File: src/rtl/uart_apb_tx_sched.sv
// Round-robin byte scheduler feeding a CoreUARTapb transmitter over APB.
// Writes the two baud/format registers once after reset, then polls TXRDY before every TX write.
module uart_apb_tx_sched #(
    parameter int          NREQ         = 2,
    parameter logic [12:0] BAUD_VALUE   = 13'd1,
    parameter logic        BIT8         = 1'b1,
    parameter logic        PARITY_EN    = 1'b0,
    parameter logic        ODD_N_EVEN   = 1'b0,
    parameter logic [15:0] TX_COUNT_RST = 16'h0000
) (
    input  logic                PCLK,
    input  logic                PRESET,
    input  logic [NREQ-1:0]     req_valid,
    input  logic [8*NREQ-1:0]   req_data,
    output logic [NREQ-1:0]     req_ready,
    output logic                PSEL,
    output logic                PENABLE,
    output logic                PWRITE,
    output logic [4:0]          PADDR,
    output logic [7:0]          PWDATA,
    input  logic [7:0]          PRDATA,
    input  logic                PREADY,
    output logic                cfg_done,
    output logic [1:0]          grant,
    output logic [15:0]         tx_count
);

    // state  | meaning
    // CFG1_S | setup write of control1 (baud low byte)
    // CFG1_A | access write of control1
    // CFG2_S | setup write of control2 (baud high bits, format)
    // CFG2_A | access write of control2
    // IDLE   | arbitrate, accept one byte
    // POLL_S | setup read of status
    // POLL_A | access read of status, retry until TXRDY
    // WR_S   | setup write of TX data
    // WR_A   | access write of TX data
    typedef enum logic [3:0] {
        CFG1_S, CFG1_A, CFG2_S, CFG2_A, IDLE, POLL_S, POLL_A, WR_S, WR_A
    } state_t;

    state_t      r_state;
    state_t      w_state_next;
    logic        r_active;
    logic        r_cfg_done;
    logic [1:0]  r_grant;
    logic [1:0]  r_ptr;
    logic [7:0]  r_byte;
    logic [15:0] r_tx_count;

    logic [3:0]  w_valid4;
    logic [3:0]  w_ready4;
    logic        w_found;
    logic [1:0]  w_sel;
    logic [7:0]  w_sel_data;
    logic [1:0]  w_ptr_next;
    logic        w_unused_prdata;

    assign w_unused_prdata = &{1'b0, PRDATA[7:1]};

    function automatic logic [1:0] wrap_add(input logic [1:0] base, input int k);
        int s;
        s = int'(base) + k;
        if (s >= NREQ) s = s - NREQ;
        return s[1:0];
    endfunction

    always_comb begin
        w_valid4 = '0;
        for (int i = 0; i < NREQ; i++) w_valid4[i] = req_valid[i];
    end

    always_comb begin
        w_found = 1'b0;
        w_sel   = r_ptr;
        for (int k = 0; k < NREQ; k++) begin
            if (!w_found && w_valid4[wrap_add(r_ptr, k)]) begin
                w_found = 1'b1;
                w_sel   = wrap_add(r_ptr, k);
            end
        end
    end

    always_comb begin
        w_sel_data = '0;
        for (int i = 0; i < NREQ; i++) begin
            if (w_sel == 2'(i)) w_sel_data = req_data[8*i +: 8];
        end
    end

    always_comb begin
        w_ready4 = '0;
        if (r_state == IDLE && w_found) w_ready4[w_sel] = 1'b1;
        req_ready = '0;
        for (int i = 0; i < NREQ; i++) req_ready[i] = w_ready4[i];
    end

    assign w_ptr_next = (int'(r_grant) >= NREQ - 1) ? 2'd0 : r_grant + 2'd1;

    // r_active keeps the bus quiet while reset is held, even though the state already sits in CFG1_S
    always_comb begin
        w_state_next = r_state;
        PSEL    = 1'b0;
        PENABLE = 1'b0;
        PWRITE  = 1'b0;
        PADDR   = 5'h00;
        PWDATA  = 8'h00;
        if (r_active) begin
            case (r_state)
                CFG1_S, CFG1_A: begin
                    PSEL    = 1'b1;
                    PENABLE = (r_state == CFG1_A);
                    PWRITE  = 1'b1;
                    PADDR   = 5'h08;
                    PWDATA  = BAUD_VALUE[7:0];
                    w_state_next = (r_state == CFG1_S) ? CFG1_A : (PREADY ? CFG2_S : CFG1_A);
                end
                CFG2_S, CFG2_A: begin
                    PSEL    = 1'b1;
                    PENABLE = (r_state == CFG2_A);
                    PWRITE  = 1'b1;
                    PADDR   = 5'h0C;
                    PWDATA  = {BAUD_VALUE[12:8], ODD_N_EVEN, PARITY_EN, BIT8};
                    w_state_next = (r_state == CFG2_S) ? CFG2_A : (PREADY ? IDLE : CFG2_A);
                end
                IDLE: begin
                    if (w_found) w_state_next = POLL_S;
                end
                POLL_S, POLL_A: begin
                    PSEL    = 1'b1;
                    PENABLE = (r_state == POLL_A);
                    PADDR   = 5'h10;
                    if (r_state == POLL_S) w_state_next = POLL_A;
                    else if (PREADY)       w_state_next = PRDATA[0] ? WR_S : POLL_S;
                end
                WR_S, WR_A: begin
                    PSEL    = 1'b1;
                    PENABLE = (r_state == WR_A);
                    PWRITE  = 1'b1;
                    PADDR   = 5'h00;
                    PWDATA  = r_byte;
                    w_state_next = (r_state == WR_S) ? WR_A : (PREADY ? IDLE : WR_A);
                end
                default: w_state_next = CFG1_S;
            endcase
        end
    end

    always_ff @(posedge PCLK) begin
        if (PRESET) begin
            r_state    <= CFG1_S;
            r_active   <= 1'b0;
            r_cfg_done <= 1'b0;
            r_grant    <= 2'd0;
            r_ptr      <= 2'd0;
            r_byte     <= 8'h00;
            r_tx_count <= TX_COUNT_RST;
        end else begin
            r_active <= 1'b1;
            r_state  <= w_state_next;
            if (r_state == CFG2_A && PREADY) r_cfg_done <= 1'b1;
            if (r_state == IDLE && w_found) begin
                r_grant <= w_sel;
                r_byte  <= w_sel_data;
            end
            if (r_state == WR_A && PREADY) begin
                r_tx_count <= r_tx_count + 16'd1;
                r_ptr      <= w_ptr_next;
            end
        end
    end

    assign cfg_done = r_cfg_done;
    assign grant    = r_grant;
    assign tx_count = r_tx_count;

endmodule
File: config.mk
export PLATFORM = sky130hd
export DESIGN_NAME = uart_apb_tx_sched
export DESIGN_NICKNAME = d
export VERILOG_FILES = /design/src/rtl/uart_apb_tx_sched.sv
export SDC_FILE = /design/constraint.sdc
export NUM_CORES = 1
export LEC_CHECK = 0
export CAP_MARGIN = 20
export CORE_ASPECT_RATIO = 1.25
export CORE_MARGIN = 5
export CORE_UTILIZATION = 46
export DETAILED_ROUTE_END_ITERATION = 10
export MAX_ROUTING_LAYER = met4
export PLACE_DENSITY_LB_ADDON = 0.1
export SKIP_CTS_REPAIR_TIMING = 1
export SLEW_MARGIN = 0
export SYNTH_ARGS = -nofsm -noshare
export SYNTH_HDL_FRONTEND = slang
export SYNTH_SLANG_ARGS = --single-unit
export TNS_END_PERCENT = 20
File: constraint.sdc
create_clock -name PCLK -period 3.5 [get_ports PCLK]
set_input_delay 0.35 -clock PCLK [delete_from_list [all_inputs] [get_ports PCLK]]
set_output_delay 0.35 -clock PCLK [all_outputs]
set_load 0.02 [all_outputs]
==> impl_results.md <==
* Syn Area/Cell at 8.14 um^2
* Starting density of the core at 47.3%
* Mapped Cells at 218
* Top_reg_cell synth: dfxtp_1
* Post-Route Setup TNS at 0 ns
* Vias at 1667
* Post-route DRC at 0
* Commonest cells post-synth: dfxtp_1 (34), a21oi_1 (22), nor2_1 (19)
* Number of antenna violations at the first check in global routing at 0
* Synth Register Bits at 34
* First-pass GRT wire length at 7180 um
* Core area at 3750 um^2
* Power Total at 0.838 mW
* Crit-path cells: or4b_2, a21oi_1, buf_4, inv_1, nor2_1, clkdlybuf4s50_1
* Synth-to-Final Area Change at 38.4%
* All-Layer GR Usage at 18.3%
* Antenna Nets Post-Route at 0
* Cell family with most CP delay: buffers and inverters
* Most common cell in the synthesized netlist: dfxtp_1
* Buffers & Inverters on Critical Path at 3
* Htree depth at 2
* Drt initial violations at 82
* Leak pwr at 0.914 nW
* Hpwl dp at 3030 um
* Synthesized area at 1770 um^2
* Rows at 25
* Final setup skew at 0.00348 ns
* CP Capture Type: output port
* Fillers at 349
* CP max stage cell: or4b_2
* Final Critical Period at 2.96 ns
* Die Span Y at 79.4 um
* Fin area at 2450 um^2
* Number of global-route vias before repair at 1543
* Buffers on Ports at 56
* PwrDens at 342 nW/um^2
* Share of cells above drive strength 1 at 7.30%
* Fmax achieved at 337 MHz
* Nets at 304
* Distinct cells, synth at 42
* Slew Limit Fails at 0
* N_diodes at 0
* Total grt overflow at 0
* Tcrit/Tclk final at 84.7%
* Startpoint type of the worst setup path: register
* Register area share after synthesis at 38.4%
* IO Pins at 66
* Area contributors post-synth: dfxtp_1 (38%), a21oi_1 (6.2%), mux2i_1 (5.1%)
* Slew HR at 53.2%
* CP Max Fanout at 14
* Clock Sinks at 34
* Die width at 65.5 um
* Average wire per standard cell at 13.3 um
* WS Path Type: register to output port
* Clock Pin Slew Worst Setup and Hold Paths at 0.06 ns
* Run status: finished clean
* Largest net degree at the start of global routing at 19
* Share of the synthesized area in the top cell type at 38.4%
* CTS Buf Count at 5
* Async SR Flop Fraction at 0%
* Clk buf depth at 2
* Final setup viols at 0
* Hold WC Path Type: register to register
* RSZ-0062 raised after global routing: no
* Synth area leader: dfxtp_1
* Max Cap Violations at 0
* Worst EP arrival at 2.61 ns
* Synth Warn # at 0
* Avg Vias per Cell at 5.31
* First-pass detailed-route iteration total at 4
* Worst-Margin Slew at 0.700 ns
* Crit path largest cell delay at 0.62 ns
* GPL Wtd Cong at 0.778
* Final hold viol count at 0
* CP required at 3.15 ns
* Die Footprint at 5210 um^2
* Root buffer cell: clkbuf_8
* IR drop worst, VDD at 0.234 mV
* Placed cell area at 2360 um^2
* TritonCTS clock tree: done
* Number of flops mapped to enable cells by yosys at 0
* Routed WL at 4180 um
* Clock Latency Late Sink at 0.28 ns
[layout by cell type (no fill, tap or decap), types with 4 or more instances in the layout]
master,Yosys,final
nor3_1,6,6
buf_4,3,6
xnor2_1,8,8
or3_1,5,5
o21ai_0,16,16
clkbuf_8,0,6
and2_1,11,11
nand2_1,12,12
a21oi_1,22,22
nor2_1,19,19
dfxtp_1,34,34
nand3_1,8,8
inv_1,10,10
nand2b_1,4,4
mux2i_1,9,9
clkdlybuf4s50_1,0,56
[metrics by stage]
stage          std cells  worst slack (ns)  hold WS, ns  util (%)
5_1_grt              314             0.317        0.509      65.4
3_5_place_dp         306             0.860        0.458      63.0
4_1_cts              314             0.531        0.476      65.4
3_3_place_gp         306             0.863        0.458      63.0
6_report             314             0.535        0.470      65.4
2_1_floorplan        219              1.23        0.440         -
[layout make-up]
| class | instances | area [um^2] | share of cell area (%) |
|---|---|---|---|
| Tap cell | 40 | 50.0 | 2.04 |
| Multi-Input combinational cell | 159 | 986 | 40.2 |
| Clock inverter | 1 | 5.00 | 0.204 |
| Clock buffer | 7 | 86.3 | 3.52 |
| Inverter | 11 | 41.3 | 1.68 |
| Sequential cell | 34 | 681 | 27.7 |
| Timing Repair Buffer | 62 | 606 | 24.7 |
[path summary, 6_finish.rpt]
check / start / end / slack [ns] / cells after the start
worst max-delay path: r_state[2]$_SDFFE_PP0P_ / req_ready[1] / 0.54 / 6
worst min-delay path: r_ptr[1]$_SDFFE_PP0P_ / r_ptr[1]$_SDFFE_PP0P_ / 0.47 / 2
worst max register to register: r_state[3]$_SDFFE_PP0P_ / tx_count[13]$_SDFFE_PP0P_ / 1.28 / 4
worst min register to register: r_ptr[1]$_SDFFE_PP0P_ / r_ptr[1]$_SDFFE_PP0P_ / 0.47 / 2
[state kept, by name, summed over array words and instances (netlist names)]
| signal | count |
|---|---|
| r_active | 1 |
| tx_count | 16 |
| r_byte | 8 |
| r_ptr | 2 |
| grant | 2 |
| cfg_done | 1 |
| r_state | 4 |
[tightest hold or removal path: stages, from the launching register on]
cell,delay [ns]
dfxtp_1,0.32
nand2_1,0.06
a21oi_1,0.05
[logic make-up (layout without fill, tap and decap cells)]
family	after synthesis	in the layout	share of synthesized area [%]
multiplexers	11	11	6.35
AND/OR/NAND/NOR	85	85	26.4
flip-flops	34	34	38.4
XOR/XNOR	10	10	4.94
buffers and inverters	26	81	6.28
AO/OA/AOI/OAI	49	49	16.0
adder cells (fa/ha/maj)	2	2	1.41
other	1	2	0.211
[metal layers]
layer	vias to the layer above	global-route usage, %	share of wire (%)
li1	865	-	-
met1	751	21.0	44
met2	44	30.0	49
met3	7	5.21	5.2
met4	0	7.26	1.7
met5	-	-	0
[report_power, final]
| part | switching, mW | total (mW) | leakage, nW | internal, mW |
|---|---|---|---|---|
| registers | 0.0162 | 0.415 | 0.276 | 0.398 |
| logic | 0.0593 | 0.125 | 0.590 | 0.0660 |
| clock network | 0.140 | 0.298 | 0.0482 | 0.159 |
| total | 0.215 | 0.838 | 0.914 | 0.623 |
Power figures use the tool's default switching activity.
